File: config.mk
export PLATFORM = sky130hd
export DESIGN_NAME = alu_arbiter_flat
export DESIGN_NICKNAME = d
export VERILOG_FILES = /design/src/rtl/alu_pkg.sv /design/src/rtl/alu_arbiter_if.sv /design/src/rtl/rr_arbiter2.sv /design/src/rtl/alu_arbiter.sv /design/src/flat_wrapper.sv
export SDC_FILE = /design/constraint.sdc
export NUM_CORES = 1
export LEC_CHECK = 0
export BUFFER_PORTS_ARGS = -buffer_cell sky130_fd_sc_hd__buf_2
export CAP_MARGIN = 30
export CORE_MARGIN = 2
export CORE_UTILIZATION = 51
export DETAILED_ROUTE_END_ITERATION = 7
export PLACE_DENSITY = 0.87
export SLEW_MARGIN = 40
export SYNTH_ARGS = -nofsm -noshare
export SYNTH_HDL_FRONTEND = slang
export SYNTH_SLANG_ARGS = --single-unit
File: constraint.sdc
create_clock -name CLK -period 5.1 [get_ports CLK]
set_input_delay 1.02 -clock CLK [delete_from_list [all_inputs] [get_ports CLK]]
set_output_delay 1.02 -clock CLK [all_outputs]
set_load 0.02 [all_outputs]
File: src/rtl/alu_pkg.sv
// Shared constants for the ALU front end: function codes, FSM encoding and
// response class encoding.
package alu_pkg;

  localparam int ALU_WIDTH = 16;

  localparam logic [3:0] FUN_ADD    = 4'b0000;
  localparam logic [3:0] FUN_SUB    = 4'b0001;
  localparam logic [3:0] FUN_MUL    = 4'b0010;
  localparam logic [3:0] FUN_DIV    = 4'b0011;
  localparam logic [3:0] FUN_AND    = 4'b0100;
  localparam logic [3:0] FUN_OR     = 4'b0101;
  localparam logic [3:0] FUN_XOR    = 4'b0110;
  localparam logic [3:0] FUN_NOT    = 4'b0111;
  localparam logic [3:0] FUN_CMP_EQ = 4'b1000;
  localparam logic [3:0] FUN_CMP_NE = 4'b1001;
  localparam logic [3:0] FUN_CMP_LT = 4'b1010;
  localparam logic [3:0] FUN_CMP_GT = 4'b1011;
  localparam logic [3:0] FUN_SHL    = 4'b1100;
  localparam logic [3:0] FUN_SHR    = 4'b1101;
  localparam logic [3:0] FUN_ROL    = 4'b1110;
  localparam logic [3:0] FUN_NOP    = 4'b1111;

  localparam logic [1:0] S_IDLE    = 2'd0;
  localparam logic [1:0] S_ISSUE   = 2'd1;
  localparam logic [1:0] S_CAPTURE = 2'd2;
  localparam logic [1:0] S_RESPOND = 2'd3;

  typedef enum logic [1:0] {
    CLS_ARITH = 2'd0,
    CLS_LOGIC = 2'd1,
    CLS_CMP   = 2'd2,
    CLS_SHIFT = 2'd3
  } rsp_class_t;

  function automatic logic is_div_zero(input logic [3:0] fun, input logic b_zero);
    return (fun == FUN_DIV) && b_zero;
  endfunction

  // Flags are one-hot; with none set the class falls back to arith.
  function automatic rsp_class_t class_of(input logic arith, input logic lgc,
                                          input logic cmp, input logic shift);
    rsp_class_t c;
    c = CLS_ARITH;
    if (shift)      c = CLS_SHIFT;
    else if (cmp)   c = CLS_CMP;
    else if (lgc)   c = CLS_LOGIC;
    else if (arith) c = CLS_ARITH;
    return c;
  endfunction

endpackage

File: src/rtl/alu_arbiter_if.sv
// Requester-side bus of the ALU arbiter: two request channels and two
// response channels sharing one data/class/err return path.
interface alu_arbiter_if
  import alu_pkg::*;
#(
  parameter int WIDTH = ALU_WIDTH
);
  logic             REQ0_VALID;
  logic             REQ0_READY;
  logic [WIDTH-1:0] REQ0_A;
  logic [WIDTH-1:0] REQ0_B;
  logic [3:0]       REQ0_FUN;
  logic             REQ1_VALID;
  logic             REQ1_READY;
  logic [WIDTH-1:0] REQ1_A;
  logic [WIDTH-1:0] REQ1_B;
  logic [3:0]       REQ1_FUN;
  logic             RSP0_VALID;
  logic             RSP0_READY;
  logic             RSP1_VALID;
  logic             RSP1_READY;
  logic [WIDTH-1:0] RSP_DATA;
  logic [1:0]       RSP_CLASS;
  logic             RSP_ERR;

  modport master (
    output REQ0_VALID, REQ0_A, REQ0_B, REQ0_FUN,
    output REQ1_VALID, REQ1_A, REQ1_B, REQ1_FUN,
    output RSP0_READY, RSP1_READY,
    input  REQ0_READY, REQ1_READY, RSP0_VALID, RSP1_VALID,
    input  RSP_DATA, RSP_CLASS, RSP_ERR
  );

  modport slave (
    input  REQ0_VALID, REQ0_A, REQ0_B, REQ0_FUN,
    input  REQ1_VALID, REQ1_A, REQ1_B, REQ1_FUN,
    input  RSP0_READY, RSP1_READY,
    output REQ0_READY, REQ1_READY, RSP0_VALID, RSP1_VALID,
    output RSP_DATA, RSP_CLASS, RSP_ERR
  );

endinterface

File: src/rtl/rr_arbiter2.sv
// Two-way round-robin grant. Grants are combinational while enabled;
// last_grant records the owner of the most recent accept.
module rr_arbiter2 (
  input  logic CLK,
  input  logic RST,
  input  logic en,
  input  logic valid0,
  input  logic valid1,
  output logic grant0,
  output logic grant1,
  output logic accept,
  output logic last_grant
);

  always_comb begin
    grant0 = 1'b0;
    grant1 = 1'b0;
    if (en) begin
      if (valid0 && valid1) begin
        grant0 = last_grant;
        grant1 = !last_grant;
      end else begin
        grant0 = valid0;
        grant1 = valid1;
      end
    end
  end

  assign accept = grant0 | grant1;

  // Reset to 1 so requester 0 wins the first tie.
  always_ff @(posedge CLK or posedge RST) begin
    if (RST)         last_grant <= 1'b1;
    else if (accept) last_grant <= grant1;
  end

endmodule

File: src/rtl/alu_arbiter.sv
// Round-robin front end for the shared registered ALU: accepts one op,
// runs it through the ALU's one-cycle latency and returns the result.
//
//   state   | meaning
//   IDLE    | waiting for a request; grant winner sees READY
//   ISSUE   | ALU inputs driven from the accepted op
//   CAPTURE | ALU_OUT and class flags valid; sampled at the edge
//   RESPOND | owner's RSP_VALID high until its RSP_READY
module alu_arbiter
  import alu_pkg::*;
#(
  parameter int         WIDTH   = ALU_WIDTH,
  parameter logic [3:0] NOP_FUN = FUN_NOP
) (
  input  logic             CLK,
  input  logic             RST,
  alu_arbiter_if.slave     bus,
  output logic             BUSY,
  output logic [WIDTH-1:0] ALU_A,
  output logic [WIDTH-1:0] ALU_B,
  output logic [3:0]       ALU_FUN,
  input  logic [WIDTH-1:0] ALU_OUT,
  input  logic             ARITH_FLAG,
  input  logic             LOGIC_FLAG,
  input  logic             CMP_FLAG,
  input  logic             SHIFT_FLAG
);

  logic [1:0]       state;
  logic             grant0, grant1, accept, owner;
  logic [1:0]       rsp_valid;
  logic [WIDTH-1:0] rsp_data;
  rsp_class_t       rsp_class;
  logic             rsp_err;
  logic [WIDTH-1:0] acc_a, acc_b;
  logic [3:0]       acc_fun;
  logic             div_zero, owner_ready, any_flag;

  // The arbiter's last_grant doubles as the owner of the op in flight.
  rr_arbiter2 u_arb (
    .CLK        (CLK),
    .RST        (RST),
    .en         (state == S_IDLE),
    .valid0     (bus.REQ0_VALID),
    .valid1     (bus.REQ1_VALID),
    .grant0     (grant0),
    .grant1     (grant1),
    .accept     (accept),
    .last_grant (owner)
  );

  assign acc_a       = grant1 ? bus.REQ1_A   : bus.REQ0_A;
  assign acc_b       = grant1 ? bus.REQ1_B   : bus.REQ0_B;
  assign acc_fun     = grant1 ? bus.REQ1_FUN : bus.REQ0_FUN;
  assign div_zero    = is_div_zero(acc_fun, acc_b == '0);
  assign owner_ready = owner ? bus.RSP1_READY : bus.RSP0_READY;
  assign any_flag    = ARITH_FLAG | LOGIC_FLAG | CMP_FLAG | SHIFT_FLAG;

  assign bus.REQ0_READY = grant0;
  assign bus.REQ1_READY = grant1;
  assign bus.RSP0_VALID = rsp_valid[0];
  assign bus.RSP1_VALID = rsp_valid[1];
  assign bus.RSP_DATA   = rsp_data;
  assign bus.RSP_CLASS  = rsp_class;
  assign bus.RSP_ERR    = rsp_err;
  assign BUSY           = (state != S_IDLE);

  always_ff @(posedge CLK or posedge RST) begin
    if (RST) begin
      state     <= S_IDLE;
      rsp_valid <= '0;
      rsp_data  <= '0;
      rsp_class <= CLS_ARITH;
      rsp_err   <= 1'b0;
      ALU_A     <= '0;
      ALU_B     <= '0;
      ALU_FUN   <= NOP_FUN;
    end else begin
      case (state)
        S_IDLE: begin
          if (accept) begin
            if (div_zero) begin
              // Never reaches the ALU; answered directly as an error.
              rsp_data  <= '0;
              rsp_class <= CLS_ARITH;
              rsp_err   <= 1'b1;
              rsp_valid <= grant1 ? 2'b10 : 2'b01;
              state     <= S_RESPOND;
            end else begin
              ALU_A   <= acc_a;
              ALU_B   <= acc_b;
              ALU_FUN <= acc_fun;
              state   <= S_ISSUE;
            end
          end
        end
        S_ISSUE: state <= S_CAPTURE;
        S_CAPTURE: begin
          rsp_data  <= ALU_OUT;
          rsp_class <= class_of(ARITH_FLAG, LOGIC_FLAG, CMP_FLAG, SHIFT_FLAG);
          rsp_err   <= !any_flag;
          ALU_FUN   <= NOP_FUN;
          rsp_valid <= owner ? 2'b10 : 2'b01;
          state     <= S_RESPOND;
        end
        S_RESPOND: begin
          if (owner_ready) begin
            rsp_valid <= '0;
            state     <= S_IDLE;
          end
        end
        default: state <= S_IDLE;
      endcase
    end
  end

endmodule
File: src/flat_wrapper.sv
// flat-port wrapper written by rule: the top's interface ports become plain ports
module alu_arbiter_flat import alu_pkg::*;
#(
  parameter int         WIDTH   = ALU_WIDTH,
  parameter logic [3:0] NOP_FUN = FUN_NOP
)
  (CLK, RST, BUSY, ALU_A, ALU_B, ALU_FUN, ALU_OUT, ARITH_FLAG, LOGIC_FLAG, CMP_FLAG, SHIFT_FLAG, bus_REQ0_VALID, bus_REQ0_A, bus_REQ0_B, bus_REQ0_FUN, bus_REQ1_VALID, bus_REQ1_A, bus_REQ1_B, bus_REQ1_FUN, bus_RSP0_READY, bus_RSP1_READY, bus_REQ0_READY, bus_REQ1_READY, bus_RSP0_VALID, bus_RSP1_VALID, bus_RSP_DATA, bus_RSP_CLASS, bus_RSP_ERR);
  alu_arbiter_if #(.WIDTH(WIDTH)) bus_i ();
  input  logic CLK;
  input  logic RST;
  output logic BUSY;
  output logic [WIDTH-1:0] ALU_A;
  output logic [WIDTH-1:0] ALU_B;
  output logic [3:0] ALU_FUN;
  input  logic [WIDTH-1:0] ALU_OUT;
  input  logic ARITH_FLAG;
  input  logic LOGIC_FLAG;
  input  logic CMP_FLAG;
  input  logic SHIFT_FLAG;
  input wire logic [$bits(bus_i.REQ0_VALID)-1:0] bus_REQ0_VALID;
  input wire logic [$bits(bus_i.REQ0_A)-1:0] bus_REQ0_A;
  input wire logic [$bits(bus_i.REQ0_B)-1:0] bus_REQ0_B;
  input wire logic [$bits(bus_i.REQ0_FUN)-1:0] bus_REQ0_FUN;
  input wire logic [$bits(bus_i.REQ1_VALID)-1:0] bus_REQ1_VALID;
  input wire logic [$bits(bus_i.REQ1_A)-1:0] bus_REQ1_A;
  input wire logic [$bits(bus_i.REQ1_B)-1:0] bus_REQ1_B;
  input wire logic [$bits(bus_i.REQ1_FUN)-1:0] bus_REQ1_FUN;
  input wire logic [$bits(bus_i.RSP0_READY)-1:0] bus_RSP0_READY;
  input wire logic [$bits(bus_i.RSP1_READY)-1:0] bus_RSP1_READY;
  output wire logic [$bits(bus_i.REQ0_READY)-1:0] bus_REQ0_READY;
  output wire logic [$bits(bus_i.REQ1_READY)-1:0] bus_REQ1_READY;
  output wire logic [$bits(bus_i.RSP0_VALID)-1:0] bus_RSP0_VALID;
  output wire logic [$bits(bus_i.RSP1_VALID)-1:0] bus_RSP1_VALID;
  output wire logic [$bits(bus_i.RSP_DATA)-1:0] bus_RSP_DATA;
  output wire logic [$bits(bus_i.RSP_CLASS)-1:0] bus_RSP_CLASS;
  output wire logic [$bits(bus_i.RSP_ERR)-1:0] bus_RSP_ERR;
  assign bus_i.REQ0_VALID = bus_REQ0_VALID;
  assign bus_i.REQ0_A = bus_REQ0_A;
  assign bus_i.REQ0_B = bus_REQ0_B;
  assign bus_i.REQ0_FUN = bus_REQ0_FUN;
  assign bus_i.REQ1_VALID = bus_REQ1_VALID;
  assign bus_i.REQ1_A = bus_REQ1_A;
  assign bus_i.REQ1_B = bus_REQ1_B;
  assign bus_i.REQ1_FUN = bus_REQ1_FUN;
  assign bus_i.RSP0_READY = bus_RSP0_READY;
  assign bus_i.RSP1_READY = bus_RSP1_READY;
  assign bus_REQ0_READY = bus_i.REQ0_READY;
  assign bus_REQ1_READY = bus_i.REQ1_READY;
  assign bus_RSP0_VALID = bus_i.RSP0_VALID;
  assign bus_RSP1_VALID = bus_i.RSP1_VALID;
  assign bus_RSP_DATA = bus_i.RSP_DATA;
  assign bus_RSP_CLASS = bus_i.RSP_CLASS;
  assign bus_RSP_ERR = bus_i.RSP_ERR;
  alu_arbiter #(.WIDTH(WIDTH), .NOP_FUN(NOP_FUN)) u_core (.CLK(CLK), .RST(RST), .bus(bus_i), .BUSY(BUSY), .ALU_A(ALU_A), .ALU_B(ALU_B), .ALU_FUN(ALU_FUN), .ALU_OUT(ALU_OUT), .ARITH_FLAG(ARITH_FLAG), .LOGIC_FLAG(LOGIC_FLAG), .CMP_FLAG(CMP_FLAG), .SHIFT_FLAG(SHIFT_FLAG));
endmodule
==> metrics.txt, run 1 <==
dpl cell area=4360 sq um; Post-CTS Setup Bufs=0; CTS tree=built; # diodes=0; Congestion Overflow GR=0; H-tree levels=3; fmax=319 MHz; Synth Instances=327; Finished Layout Cells=560; Total GRT Usage=26.6%; most common cell in the netlist=dfrtp_1; crit path launch type=primary input; max-cap viol count=0; Tmin final=3140 ps; via/cell ratio=6.06; Setup Skew=7.52 ps; routed vias=3393; Post-synth EDFFs=0; Routed WL=9.80 mm; Critical Path End Type=output port; WS Path Type=in -> out; min-delay worst type=reg -> reg; antenna-violating nets left=0; Initial Util=52.3%; chip width=87.0 um; share of layout cells above drive strength 1=44.4%; CTS buffer count=9; slowest cell on the critical path=buf_4; outcome=complete, no violations; #FFs+latches synth=60; mean post-synth cell area=10.7 sq um; endpoints failing setup=0; clock sink total=60; CTS max path bufs=2; asr flop ratio synth=100%; Post-Place Cells=546; CP Max Fanout=39; max-slew violations=0; CP max stage delay=450 ps; WP data required=4080 ps; Residual DRC=0; critical path cell sequence=buf_2 > nand2_1 > nand3_2 > buf_4 > inv_1 > buf_2; initial antenna violation count=0; worst r2r src=u_core.state[0]; Fin. Hold Viols=0; Leak=2.11 nW; clock latency on the worst-skew pair=330 ps; cts hold-fix bufs=0; TNS Setup=0 ps; Slew headroom=60.3%; critical path's most frequent cell=buf_2; root buffer selected by CTS=clkbuf_8; Area Overhead vs Synth=29.4%; largest net degree at the start of global routing=61; synth top area cells=dfrtp_1 39%, mux2_1 15%, mux2_2 6.7%; 1st-pass router iterations=7; top cells by count, synth=55 x dfrtp_1, 48 x mux2_1, 27 x nand2_1; WL/cell=17.5 um; crit path from=bus_REQ0_VALID; Slew @ Worst Pin=596 ps; PwrDens=602 nW/um^2; top_reg_cell synth=dfrtp_1; vias in the first global route=3460; placed wire-length estimate=7.16 mm; first-pass GRT wire length=15.8 mm; Die Area=7560 sq um; fin util=67.6%; Synth top area share=39.2%; Hold Path Origin=u_core.ALU_A[11]; final period utilization=61.5%; Port Buf Inserts=157; sequential-to-total area share from yosys stat=42.9%; Core Box Area=6720 sq um; clock-pin slew on the worst setup and hold paths=60 ps; worst vdd ir=0.350 mV; I/O Pins=158; cell taking the most area after synthesis=dfrtp_1; CTS resizes=0; Synth warnings=0; synthesized cell area=3510 sq um; Reg2Reg Setup Slack=2240 ps; DR iter-0 viols=274; GPL Wtd Cong=0.911; Die Span Y=87.0 um; syn nets=428; RSZ-0062 raised after global routing=false; final instance area=4540 sq um; Synth cell types=40; final net count=578; Design Power=2.73 mW; num rows=30; Arrival @ worst endpoint=2120 ps
-- per-layer routing --
layer,vias to the layer above,wire (um),track usage (%),part of all wire [%]
li1,1552,-,-,-
met1,1629,3850,32.2,39
met2,174,4930,43.6,50
met3,38,649,6.16,6.6
met4,0,367,14.8,3.7
met5,-,0,0,0
-- kinds of logic after synthesis --
logic type | count (synthesis) | share of synthesized area [%]
compound gates | 61 | 14.3
fa+ha+maj | 3 | 1.07
buf+inv | 38 | 4.60
flops | 60 | 42.9
mux | 73 | 23.4
simple gates | 92 | 13.8
-- layout make-up --
class	instances	area [sq um]
Fill cell	531	2180
Multi-Input combinational cell	229	1850
Sequential cell	60	1510
Timing Repair Buffer	165	865
Clock buffer	12	165
Tap cell	80	100
Inverter	12	45.0
Clock inverter	2	10.0
-- worst max-delay path, delay by kind of cell --
| kind | cells | cell delay, ps |
|---|---|---|
| buffers and inverters | 4 | 820 |
| AND/OR/NAND/NOR | 2 | 250 |
-- sequential cells by signal (all words and copies together) (netlist names) --
| register | flops |
|---|---|
| u_core.bus.RSP_CLASS | 2 |
| u_core.state | 2 |
| u_core.ALU_FUN | 4 |
| u_core.bus.RSP_ERR | 1 |
| u_core.rsp_valid | 2 |
| u_core.u_arb.last_grant | 1 |
| u_core.bus.RSP_DATA | 16 |
| u_core.ALU_B | 16 |
| u_core.ALU_A | 16 |
-- final timing paths --
| path | end | cells past startpoint |
|---|---|---|
| worst min-delay path | u_core.ALU_A[11] | 1 |
| worst max-delay path | bus_REQ1_READY | 6 |
| worst max register to register | u_core.bus.RSP_ERR | 8 |
| max in group asynchronous | u_core.ALU_FUN[0] | 3 |
| min in group asynchronous | u_core.ALU_A[1] | 3 |
| worst min register to register | u_core.ALU_A[11] | 1 |
-- stage by stage --
step	hold slack, ps	setup WS [ps]
CTS	490	1960
floorplan	519	2250
global placement	463	1660
finish	484	1960
global route	508	1860
detailed placement	470	1770
-- power by group --
part	internal [mW]	switching (mW)	leakage (nW)	total (mW)
Combinational	0.577	0.898	1.30	1.47
Clock	0.209	0.179	0.0941	0.388
Sequential	0.725	0.145	0.715	0.870
Total	1.51	1.22	2.11	2.73
-- cell usage in the layout (no fill, tap or decap), types with 2 or more instances in the layout --
master and count:
a21oi_1 7, a22oi_1 16, a31oi_1 2, buf_2 157, buf_4 5, buf_8 2, clkbuf_8 12, clkinv_2 2
dfrtp_1 55, dfstp_2 5, ha_1 2, inv_1 11, mux2_1 48, mux2_2 21, mux2i_1 3, nand2_1 27
nand3_1 20, nand4_1 3, nor2_1 9, nor2b_1 3, nor3_1 3, nor4_1 9, o211ai_1 3, o221ai_1 3
o311ai_1 15, o32a_1 3, or4_1 15
Note: power is estimated with default switching activity, not from simulation.
==> run 2: changes to the inputs <==
Settings changed: ABC_AREA from default to 1, CORE_UTILIZATION 51 to 43, PLACE_DENSITY 0.87 to 0.79.
Clock period 5.1 ns to 2.8 ns, I/O delays scaled along.
==> metrics.txt, run 2 <==
chip width=93.0 um (+6.9%); clock-pin slew on the worst setup and hold paths=70 ps (about the same); via/cell ratio=4.92 (-19%); critical path's most frequent cell=nand2_1; post-synthesis simple-gate area fraction=33.0% (+19 points); Initial Util=44.3% (-7.9 points); PwrDens=1100 nW/um^2 (+82%); Synth cell types=27 (-33%); min-delay worst type=in -> async; top_reg_cell synth=dfrtp_1; clock sink total=60 (unchanged); CP Max Fanout=64 (+64%); Congestion Overflow GR=0 (unchanged); Synth Instances=442 (+35%); vias in the first global route=3194 (-7.7%); most frequent cells in the layout=179 x nand2_1, 157 x buf_2, 55 x dfrtp_1; critical path cell sequence=inv_1 > ha_1 > nand2_4 > inv_4 > nand2_8 > nand2_1 > nand2_1 > nor2_1 > nand2_1 > nor2_1 > nand3_2 > o21ai_4 > buf_12 > nand2_1 > o21ai_1; RSZ-0062 raised after global routing=false; Design Power=4.83 mW (+77%); TNS Setup=0 ps (unchanged); first-pass GRT wire length=14.4 mm (-8.6%); Leak=2.64 nW (+25%); Synth warnings=0 (unchanged); share of layout cells above drive strength 1=32.8% (-12 points); mean post-synth cell area=7.71 sq um (-28%); Port Buf Inserts=157 (unchanged); main combinational cell family by area after synthesis=simple AND/OR/NAND/NOR gates; Post-Synth Adder-Cell Area=1.10% (+0.033 points); Residual DRC=0 (unchanged); Buf/Inv on CP=3 (-1); Tmin final=2520 ps; placed wire-length estimate=6.84 mm (-4.5%); WS Path Type=reg -> reg; crit path from=u_core.state[1]; num rows=32 (+6.7%); Synth top area share=40.4% (+1.2 points); # diodes=0 (unchanged); CTS tree=built; Slew @ Worst Pin=538 ps (-57.5 ps); Total GRT Usage=21.1% (-5.5 points); WP data required=3050 ps (-1030 ps); Critical Path End Type=flop; top cells by count, synth=179 x nand2_1, 55 x dfrtp_1, 41 x inv_1; H-tree levels=3 (unchanged); clock latency on the worst-skew pair=330 ps (about the same); Arrival @ worst endpoint=2770 ps (+650 ps); Fin. Hold Viols=0 (unchanged); Setup Skew=8.05 ps (+0.536 ps); synthesized cell area=3410 sq um (-3.0%); Post-synth EDFFs=0 (unchanged); endpoints failing setup=0 (unchanged); Core Box Area=7690 sq um (+14%); CP max stage delay=420 ps (-30 ps); final net count=697 (+21%); synth top area cells=dfrtp_1 40%, nand2_1 20%, mux2i_1 4.7%; antenna-violating nets left=0 (unchanged); max-slew violations=0 (unchanged); Slew headroom=64.0% (+3.7 points); CTS max path bufs=2 (unchanged); most common cell after layout, fill and taps aside=nand2_1; outcome=complete, no violations; most common cell in the netlist=nand2_1; GPL Wtd Cong=0.904 (-0.78%); final period utilization=89.9%; WL/cell=12.9 um (-26%); cts hold-fix bufs=0 (unchanged); DR iter-0 viols=179 (-35%); Synth Area in Compound Gates=7.09% (-7.2 points); Area Overhead vs Synth=29.4% (about the same); asr flop ratio synth=100% (unchanged); CP top delay family=simple AND/OR/NAND/NOR gates; routed vias=3457 (+1.9%); crit path launch type=flop; fmax=397 MHz; sequential-to-total area share from yosys stat=44.3% (+1.3 points); worst vdd ir=0.499 mV (+42%); Die Span Y=93.0 um (+6.9%); XOR/XNOR share of the synthesized area=0% (unchanged); worst r2r src=u_core.state[1]; #FFs+latches synth=60 (unchanged); initial antenna violation count=0 (unchanged); multiplexer share of the synthesized area=4.70% (-19 points); CTS buffer count=9 (unchanged); Routed WL=9.08 mm (-7.4%); Die Area=8650 sq um (+14%); cell taking the most area after synthesis=dfrtp_1; 1st-pass router iterations=4 (-3); largest net degree at the start of global routing=65 (+6.6%); I/O Pins=158 (unchanged); slowest cell on the critical path=dfrtp_1; syn nets=543 (+27%); root buffer selected by CTS=clkbuf_8; max-cap viol count=0 (unchanged)
[run 2: cell count changes after synthesis, moves of 16 or more]
| cell | before | now |
|---|---|---|
| nand4_1 | 3 | 24 |
| mux2_1 | 48 | 0 |
| a22oi_1 | 16 | 0 |
| o21ai_1 | 1 | 31 |
| nand2_1 | 27 | 179 |
| mux2_2 | 21 | 0 |
| inv_1 | 12 | 41 |
[run 2: path summary, 6_finish.rpt]
check	to	slack (ps)	depth (start not counted)
setup / recovery	u_core.ALU_A[4]	280	15
hold / removal	u_core.bus.RSP_DATA[8]	280	3
max in group asynchronous	u_core.ALU_FUN[2]	2120	3
min in group CLK	u_core.ALU_FUN[2]	470	2
setup reg to reg	u_core.ALU_A[4]	280	15
hold reg to reg	u_core.ALU_FUN[2]	470	2
[run 2: per-layer routing]
| metal | vias up | wire [um] | global-route usage (%) |
|---|---|---|---|
| met5 | - | 0 | 0 |
| met4 | 0 | 263 | 9.07 |
| met3 | 23 | 531 | 4.75 |
| met2 | 115 | 4460 | 35.1 |
| met1 | 1585 | 3820 | 26.4 |
| li1 | 1734 | - | - |
[run 2: cell type report]
class	count	area, sq um
clock buffers	10	128
clock inverters	5	30.0
well taps	102	128
fillers	736	3280
multi-input cells	318	1600
inverters	42	160
repair buffers	165	858
flip-flops and latches	60	1510
[run 2: cells by family (layout without fill, tap and decap cells)]
kind of cell | after synthesis | after routing
and+or+nand+nor | 254 | 255
muxes | 16 | 16
AOI/OAI and AO/OA | 44 | 44
DFF | 60 | 60
buffers and inverters | 65 | 222
adders and majority gates | 3 | 3
[run 2: timing repair]
| item | 4_1_cts | 5_1_grt |
|---|---|---|
| buffers inserted | 0 | 0 |
| resized for setup | 0 | 3 |
| setup endpoints to repair | 0 | 21 |
[run 2: where the power goes]
group / switching (mW) / internal (mW) / leakage (nW) / total (mW)
clock: 0.341 / 0.311 / 0.0779 / 0.652
sequential: 0.193 / 1.29 / 0.746 / 1.49
combinational: 1.82 / 0.869 / 1.81 / 2.69
[run 2: worst reg2reg max path, delay by kind of cell, from the launching register on]
kind | cells | cell delay, ps
adder cells (fa/ha/maj) | 1 | 210
AND/OR/NAND/NOR | 9 | 1060
AO/OA/AOI/OAI | 2 | 220
flip-flops | 1 | 420
buffers and inverters | 3 | 540
[run 2: metrics by stage]
| step | util (%) | hold slack, ps | cells | setup WS, ps | area, sq um |
|---|---|---|---|---|---|
| 5_1_grt | 57.3 | 305 | 702 | 39.6 | 4410 |
| 3_5_place_dp | 54.8 | 455 | 686 | 124 | 4220 |
| 4_1_cts | 56.9 | 272 | 701 | 103 | 4370 |
| 3_3_place_gp | 54.8 | 453 | 686 | 245 | 4220 |
| 2_1_floorplan | - | 481 | 442 | 666 | 3410 |
| 6_report | 57.3 | 284 | 702 | 283 | 4410 |
